$ cat src/rtl/cdb_arbiter_pkg.sv
// Shared widths and packet types for the completion-bus arbiter.
// FU results, ROB update packets and CDB broadcast packets all live here.
package cdb_arbiter_pkg;

    localparam int ROBN_W           = 5;
    localparam int PRN_W            = 6;
    localparam int XLEN             = 32;
    localparam int FU_ROB_PACKET_SZ = 2;
    localparam int NUM_FU_CDB       = 8;

    typedef struct packed {
        logic [ROBN_W-1:0] robn;
        logic [PRN_W-1:0]  dest_prn;
        logic [XLEN-1:0]   value;
        logic              branch_taken;
        logic [XLEN-1:0]   target_addr;
    } CDB_REQ;

    typedef struct packed {
        logic              executed;
        logic [ROBN_W-1:0] robn;
        logic              branch_taken;
        logic [XLEN-1:0]   target_addr;
    } FU_ROB_PACKET;

    typedef struct packed {
        logic             valid;
        logic [PRN_W-1:0] dest_prn;
        logic [XLEN-1:0]  value;
    } CDB_PACKET;

endpackage

$ cat src/rtl/cdb_arbiter_rr_multi_picker.sv
// Combinational round-robin picker: selects up to CDB_SZ requesters starting at ptr
// and reports which slot each winner lands in plus the pointer after the last winner.
module rr_multi_picker #(
    parameter int NUM_FU = 8,
    parameter int CDB_SZ = 2,
    localparam int PTR_W = (NUM_FU > 1) ? $clog2(NUM_FU) : 1
) (
    input  logic [NUM_FU-1:0]             req,
    input  logic [PTR_W-1:0]              ptr,
    output logic [NUM_FU-1:0]             grant,
    output logic [CDB_SZ-1:0][PTR_W-1:0]  slot_idx,
    output logic [CDB_SZ-1:0]             slot_vld,
    output logic [PTR_W-1:0]              next_ptr
);

    // Modulo add by compare-and-subtract so NUM_FU need not be a power of two.
    function automatic logic [PTR_W-1:0] wrap_idx(input logic [PTR_W-1:0] base, input int off);
        logic [PTR_W:0] s;
        s = {1'b0, base} + (PTR_W+1)'(off);
        if (s >= (PTR_W+1)'(NUM_FU)) begin
            s = s - (PTR_W+1)'(NUM_FU);
        end else begin
            s = s;
        end
        return s[PTR_W-1:0];
    endfunction

    // Scan from ptr; the k-th valid requester found goes to slot k until slots run out.
    always_comb begin
        int               rank;
        logic [PTR_W-1:0] idx;
        grant    = '0;
        slot_idx = '0;
        slot_vld = '0;
        next_ptr = ptr;
        rank     = 0;
        idx      = '0;
        for (int o = 0; o < NUM_FU; o++) begin
            idx = wrap_idx(ptr, o);
            if (req[idx] && (rank < CDB_SZ)) begin
                grant[idx] = 1'b1;
                for (int k = 0; k < CDB_SZ; k++) begin
                    slot_idx[k] = (k == rank) ? idx : slot_idx[k];
                    slot_vld[k] = slot_vld[k] | (k == rank);
                end
                next_ptr = wrap_idx(idx, 1);
                rank     = rank + 1;
            end else begin
                rank = rank;
            end
        end
    end

endmodule

$ cat src/rtl/cdb_arbiter.sv
// Completion-bus arbiter: round-robin picks up to CDB_SZ FU results per cycle and
// registers them as ROB update and CDB broadcast packets; squash drops the cycle.
module cdb_arbiter
    import cdb_arbiter_pkg::*;
#(
    parameter int NUM_FU = NUM_FU_CDB,
    parameter int CDB_SZ = FU_ROB_PACKET_SZ,
    localparam int PTR_W = (NUM_FU > 1) ? $clog2(NUM_FU) : 1
) (
    input  logic                      clock,
    input  logic                      reset,
    input  logic                      squash,
    input  logic [NUM_FU-1:0]         fu_req_valid,
    input  CDB_REQ [NUM_FU-1:0]       fu_req,
    output logic [NUM_FU-1:0]         fu_grant,
    output FU_ROB_PACKET [CDB_SZ-1:0] fu_rob_packet,
    output CDB_PACKET [CDB_SZ-1:0]    cdb_packet,
    output logic [PTR_W-1:0]          rr_ptr_out
);

    logic [PTR_W-1:0]             r_ptr;
    FU_ROB_PACKET [CDB_SZ-1:0]    r_rob;
    CDB_PACKET [CDB_SZ-1:0]       r_cdb;

    logic [NUM_FU-1:0]            w_req;
    logic [NUM_FU-1:0]            w_grant;
    logic [CDB_SZ-1:0][PTR_W-1:0] w_slot_idx;
    logic [CDB_SZ-1:0]            w_slot_vld;
    logic [PTR_W-1:0]             w_next_ptr;

    // Masking requests here keeps grants low through reset and squash without extra state.
    assign w_req = (reset || squash) ? '0 : fu_req_valid;

    rr_multi_picker #(
        .NUM_FU (NUM_FU),
        .CDB_SZ (CDB_SZ)
    ) u_picker (
        .req      (w_req),
        .ptr      (r_ptr),
        .grant    (w_grant),
        .slot_idx (w_slot_idx),
        .slot_vld (w_slot_vld),
        .next_ptr (w_next_ptr)
    );

    // Output slots reload every cycle; empty slots carry all-zero packets.
    always_ff @(posedge clock) begin
        if (reset) begin
            r_ptr <= '0;
            r_rob <= '0;
            r_cdb <= '0;
        end else if (squash) begin
            r_ptr <= r_ptr;
            r_rob <= '0;
            r_cdb <= '0;
        end else begin
            r_ptr <= (|w_slot_vld) ? w_next_ptr : r_ptr;
            for (int k = 0; k < CDB_SZ; k++) begin
                if (w_slot_vld[k]) begin
                    r_rob[k].executed     <= 1'b1;
                    r_rob[k].robn         <= fu_req[w_slot_idx[k]].robn;
                    r_rob[k].branch_taken <= fu_req[w_slot_idx[k]].branch_taken;
                    r_rob[k].target_addr  <= fu_req[w_slot_idx[k]].target_addr;
                    // A winner without a destination still retires in the ROB but wakes nobody.
                    r_cdb[k].valid        <= (fu_req[w_slot_idx[k]].dest_prn != '0);
                    r_cdb[k].dest_prn     <= fu_req[w_slot_idx[k]].dest_prn;
                    r_cdb[k].value        <= fu_req[w_slot_idx[k]].value;
                end else begin
                    r_rob[k] <= '0;
                    r_cdb[k] <= '0;
                end
            end
        end
    end

    assign fu_grant      = w_grant;
    assign fu_rob_packet = r_rob;
    assign cdb_packet    = r_cdb;
    assign rr_ptr_out    = r_ptr;

endmodule

$ cat config.mk
export PLATFORM = sky130hd
export DESIGN_NAME = cdb_arbiter
export DESIGN_NICKNAME = d
export VERILOG_FILES = /design/src/rtl/cdb_arbiter_pkg.sv /design/src/rtl/cdb_arbiter_rr_multi_picker.sv /design/src/rtl/cdb_arbiter.sv
export SDC_FILE = /design/constraint.sdc
export NUM_CORES = 1
export LEC_CHECK = 0
export BUFFER_PORTS_ARGS = -buffer_cell sky130_fd_sc_hd__buf_4
export CORE_AREA = 5 5 305 307
export DETAILED_ROUTE_END_ITERATION = 8
export DIE_AREA = 0 0 310 312
export RECOVER_POWER = 25
export SLEW_MARGIN = 5
export SYNTH_ARGS = -nofsm -noshare
export SYNTH_HDL_FRONTEND = slang
export SYNTH_HIERARCHICAL = 1
export SYNTH_SLANG_ARGS = --single-unit
$ cat constraint.sdc
create_clock -name clock -period 13.8 [get_ports clock]
set_input_delay 3.45 -clock clock [delete_from_list [all_inputs] [get_ports clock]]
set_output_delay 3.45 -clock clock [all_outputs]
set_load 0.05 [all_outputs]
==> results.sh <==
export IMPL_r2r_start="rr_ptr_out[0]"
export IMPL_maxCapViolations=0
export IMPL_post_route_drc_count=0
export IMPL_worst_pin_slew_ns=0.895
export IMPL_async_reset_ff_share_pct=0
export IMPL_first_pass_iters=8
export IMPL_row_count=110
export IMPL_synth_nets=1912
export IMPL_skew_ns=0.0157
export IMPL_crit_buf_inv=6
export IMPL_wl_met3_um=8460
export IMPL_clock_latency_ns=0.49
export IMPL_wirelength_um=85700
export IMPL_coreArea_um2=89700
export IMPL_grt_ovfl_total=0
export IMPL_cellPowerDensity_nw_per_um2=275
export IMPL_r2r_end="cdb_packet[77]"
export IMPL_finalMaxSlewViolations=0
export IMPL_cts_post_setup_buffers_inserted=0
export IMPL_drt_iter0_drc=1031
export IMPL_globalplace_congestion=0.911
export IMPL_ios=786
export IMPL_critPathSlowestCell="mux4_2"
export IMPL_highest_layer="met5"
export IMPL_post_place_ws_ns=0.322
export IMPL_startpoint="squash"
export IMPL_antenna_found_initial=26
export IMPL_htreeDepth=4
export IMPL_endpoint="fu_grant[2]"
export IMPL_routedWlPerCell_um=26.9
export IMPL_cts_resized=0
export IMPL_synth_ff_type="dfxtp_1"
export IMPL_cts_buffers_inserted=17
export IMPL_root_buffer="clkbuf_16"
export IMPL_grt_pass1_vias=15900
export IMPL_worstPathRequired_ns=10.35
export IMPL_synth_sequential_area_ratio_pct=20.4
export IMPL_synth_cells=1267
export IMPL_dp_hpwl_um=70800
export IMPL_fin_ws_ns=0.519
export IMPL_crit_fanout=9
export IMPL_rrSetupSlack_ns=4.67
export IMPL_grt_max_degree=89
export IMPL_synth_area_um2=15600
export IMPL_synth_seq_cells=159
export IMPL_irDropWorstVdd_uv=257
export IMPL_clock_path_buffers=2
export IMPL_avgViaCountPerCell=4.79
export IMPL_crit_family="simple AND/OR/NAND/NOR gates"
export IMPL_die_area_um2=96700
export IMPL_synth_edf_count=0
export IMPL_syn_avg_cell_area_um2=12.3
export IMPL_finalSetupTns_ns=0
export IMPL_syn_to_final_growth_pct=48.5
export IMPL_fin_nets=2635
export IMPL_ctsHoldBuffers=0
export IMPL_dp_cells=3147
export IMPL_outcome="completed"
export IMPL_hold_viol_final=0
export IMPL_cts_tree="done"
export IMPL_relSlewSlack_pct=39.0
export IMPL_drive_gt1_share_pct=55.9
export IMPL_synth_warnings=6
export IMPL_hp_class="flop to flop"
export IMPL_vias=15300
export IMPL_min_period_ns=13.28
export IMPL_cp_arrival_ns=9.83
export IMPL_wl_met2_um=41300
export IMPL_worstSetupEndpointType="output port"
export IMPL_p_leak_nw=9.06
export IMPL_initial_core_util_pct=17.4
export IMPL_crit_cells=27
export IMPL_fp_dieW_um=310
export IMPL_final_cells=3190
export IMPL_grt_total_usage_pct=16.8
export IMPL_synth_cell_types=76
export IMPL_clk_pin_slew_ns=0.08
export IMPL_fin_crit_sh_pct=96.2
export IMPL_rsz0062_at_grt="false"
export IMPL_fp_dieH_um=312
export IMPL_grt_pass1_wl_um=117000
export IMPL_setup_viol=0
export IMPL_fin_total_pwr_mw=6.38
export IMPL_critical_path_class="primary input to output port"
export IMPL_reg2reg_depth=32
export IMPL_cts_sinks=159
export IMPL_fmax_mhz=75.3
export IMPL_cp_start_kind="primary input"
export IMPL_port_buffers=785
export IMPL_cpPeakStageDelay_ns=0.61
export IMPL_ant_nets=0
export IMPL_wl_met1_um=31500
[worst min-delay path by stage]
stage,from,to,slack (ns),depth (start not counted)
final,rr_ptr_out[2],rr_ptr_out[2],0.77,3
after global routing,rr_ptr_out[2],rr_ptr_out[2],0.81,3
after CTS,rr_ptr_out[2],rr_ptr_out[2],0.78,3
after detailed placement,rr_ptr_out[2],rr_ptr_out[2],0.77,3
after global placement,rr_ptr_out[2],rr_ptr_out[2],0.78,3
after floorplan,rr_ptr_out[2],rr_ptr_out[2],0.78,2
[synth_stat cells (6+ instances only)]
cell type	instances	area, um2
buf_2	36	180
xnor2_1	6	52.6
mux4_1	7	184
buf_1	18	67.6
nand4_1	14	87.6
ha_1	26	325
nand2b_1	6	37.5
nand3_1	13	65.1
mux4_2	309	6960
nor3_1	8	40.0
dfxtp_1	159	3180
and2_1	13	81.3
clkbuf_1	43	161
buf_4	20	150
inv_1	19	71.3
nand2_1	36	135
a21boi_0	6	45.0
nor2_1	182	683
a21oi_1	28	140
mux2_2	7	78.8
o21ai_0	15	75.1
mux2i_1	184	1840
[metal layers]
metal  up-vias  GRT usage [%]
met2       796           28.1
li1       6604              -
met5         -              0
met4        24           8.36
met1      7711           18.9
met3       140           6.09
[flip-flops by register name (all words and copies together), names as in the netlist]
signal	cells
cdb_packet	78
fu_rob_packet	78
rr_ptr_out	3
[placed cells by master, fill, tap and decap left out, types with 4 or more instances in the layout]
cell	synthesis	layout
a211oi_1	4	4
a21boi_0	6	6
a21oi_1	28	28
a22o_1	4	4
and2_1	13	13
and3_1	4	4
buf_12	0	12
buf_4	20	734
clkbuf_1	43	81
clkbuf_16	0	17
clkinv_4	1	4
dfxtp_1	159	159
diode_2	0	12
ha_1	26	26
inv_1	19	19
inv_6	0	6
mux2_2	7	7
mux2i_1	184	180
mux2i_4	0	4
mux4_1	7	7
mux4_2	309	309
nand2_1	36	34
nand2b_1	6	6
nand3_1	13	13
nand4_1	14	14
nor2_1	182	181
nor2b_1	5	5
nor3_1	8	8
o211ai_1	4	4
o21ai_0	15	15
o2bb2ai_1	4	4
or3_1	5	5
xnor2_1	6	5
[kinds of logic (layout without fill, tap and decap cells)]
logic type	count (synthesis)	count (layout)	share of synthesized area, %
adders and majority gates	26	26	2.08
xor gates and xnor gates	9	9	0.552
AOI/OAI and AO/OA	115	115	5.36
and+or+nand+nor	305	305	8.85
DFF	159	159	20.4
other	0	12	0
buffers and inverters	143	878	4.57
muxes	510	510	58.2
[worst register-to-register path, delay by kind of cell (launching register included)]
| kind | cells | cell delay, ns |
|---|---|---|
| AND/OR/NAND/NOR | 10 | 1.92 |
| buffers and inverters | 6 | 1.51 |
| adder cells (fa/ha/maj) | 5 | 1.82 |
| AO/OA/AOI/OAI | 4 | 0.99 |
| XOR/XNOR | 2 | 0.49 |
| multiplexers | 5 | 1.99 |
| flip-flops | 1 | 0.32 |
[power breakdown]
group          internal [mW]  switching (mW)
logic                   2.38            2.90
clock network          0.235           0.250
registers              0.584          0.0420
[final cells by class]
type / instances / area, um2
flip-flops and latches: 159 / 3180
inverters: 20 / 80.1
repair buffers: 827 / 6050
diodes: 12 / 30.0
fillers: 9568 / 66500
well taps: 1176 / 1470
multi-input cells: 965 / 11800
clock buffers: 17 / 425
clock inverters: 14 / 126
[per-stage QoR]
step	util [%]	area, um2	hold WS, ns
final	25.9	23200	0.769
after global routing	25.9	23200	0.810
after CTS	26.2	23500	0.775
after detailed placement	25.6	22900	0.767
after global placement	25.6	22900	0.779
after floorplan	-	15600	0.781
Note: power is estimated with default switching activity, not from simulation.
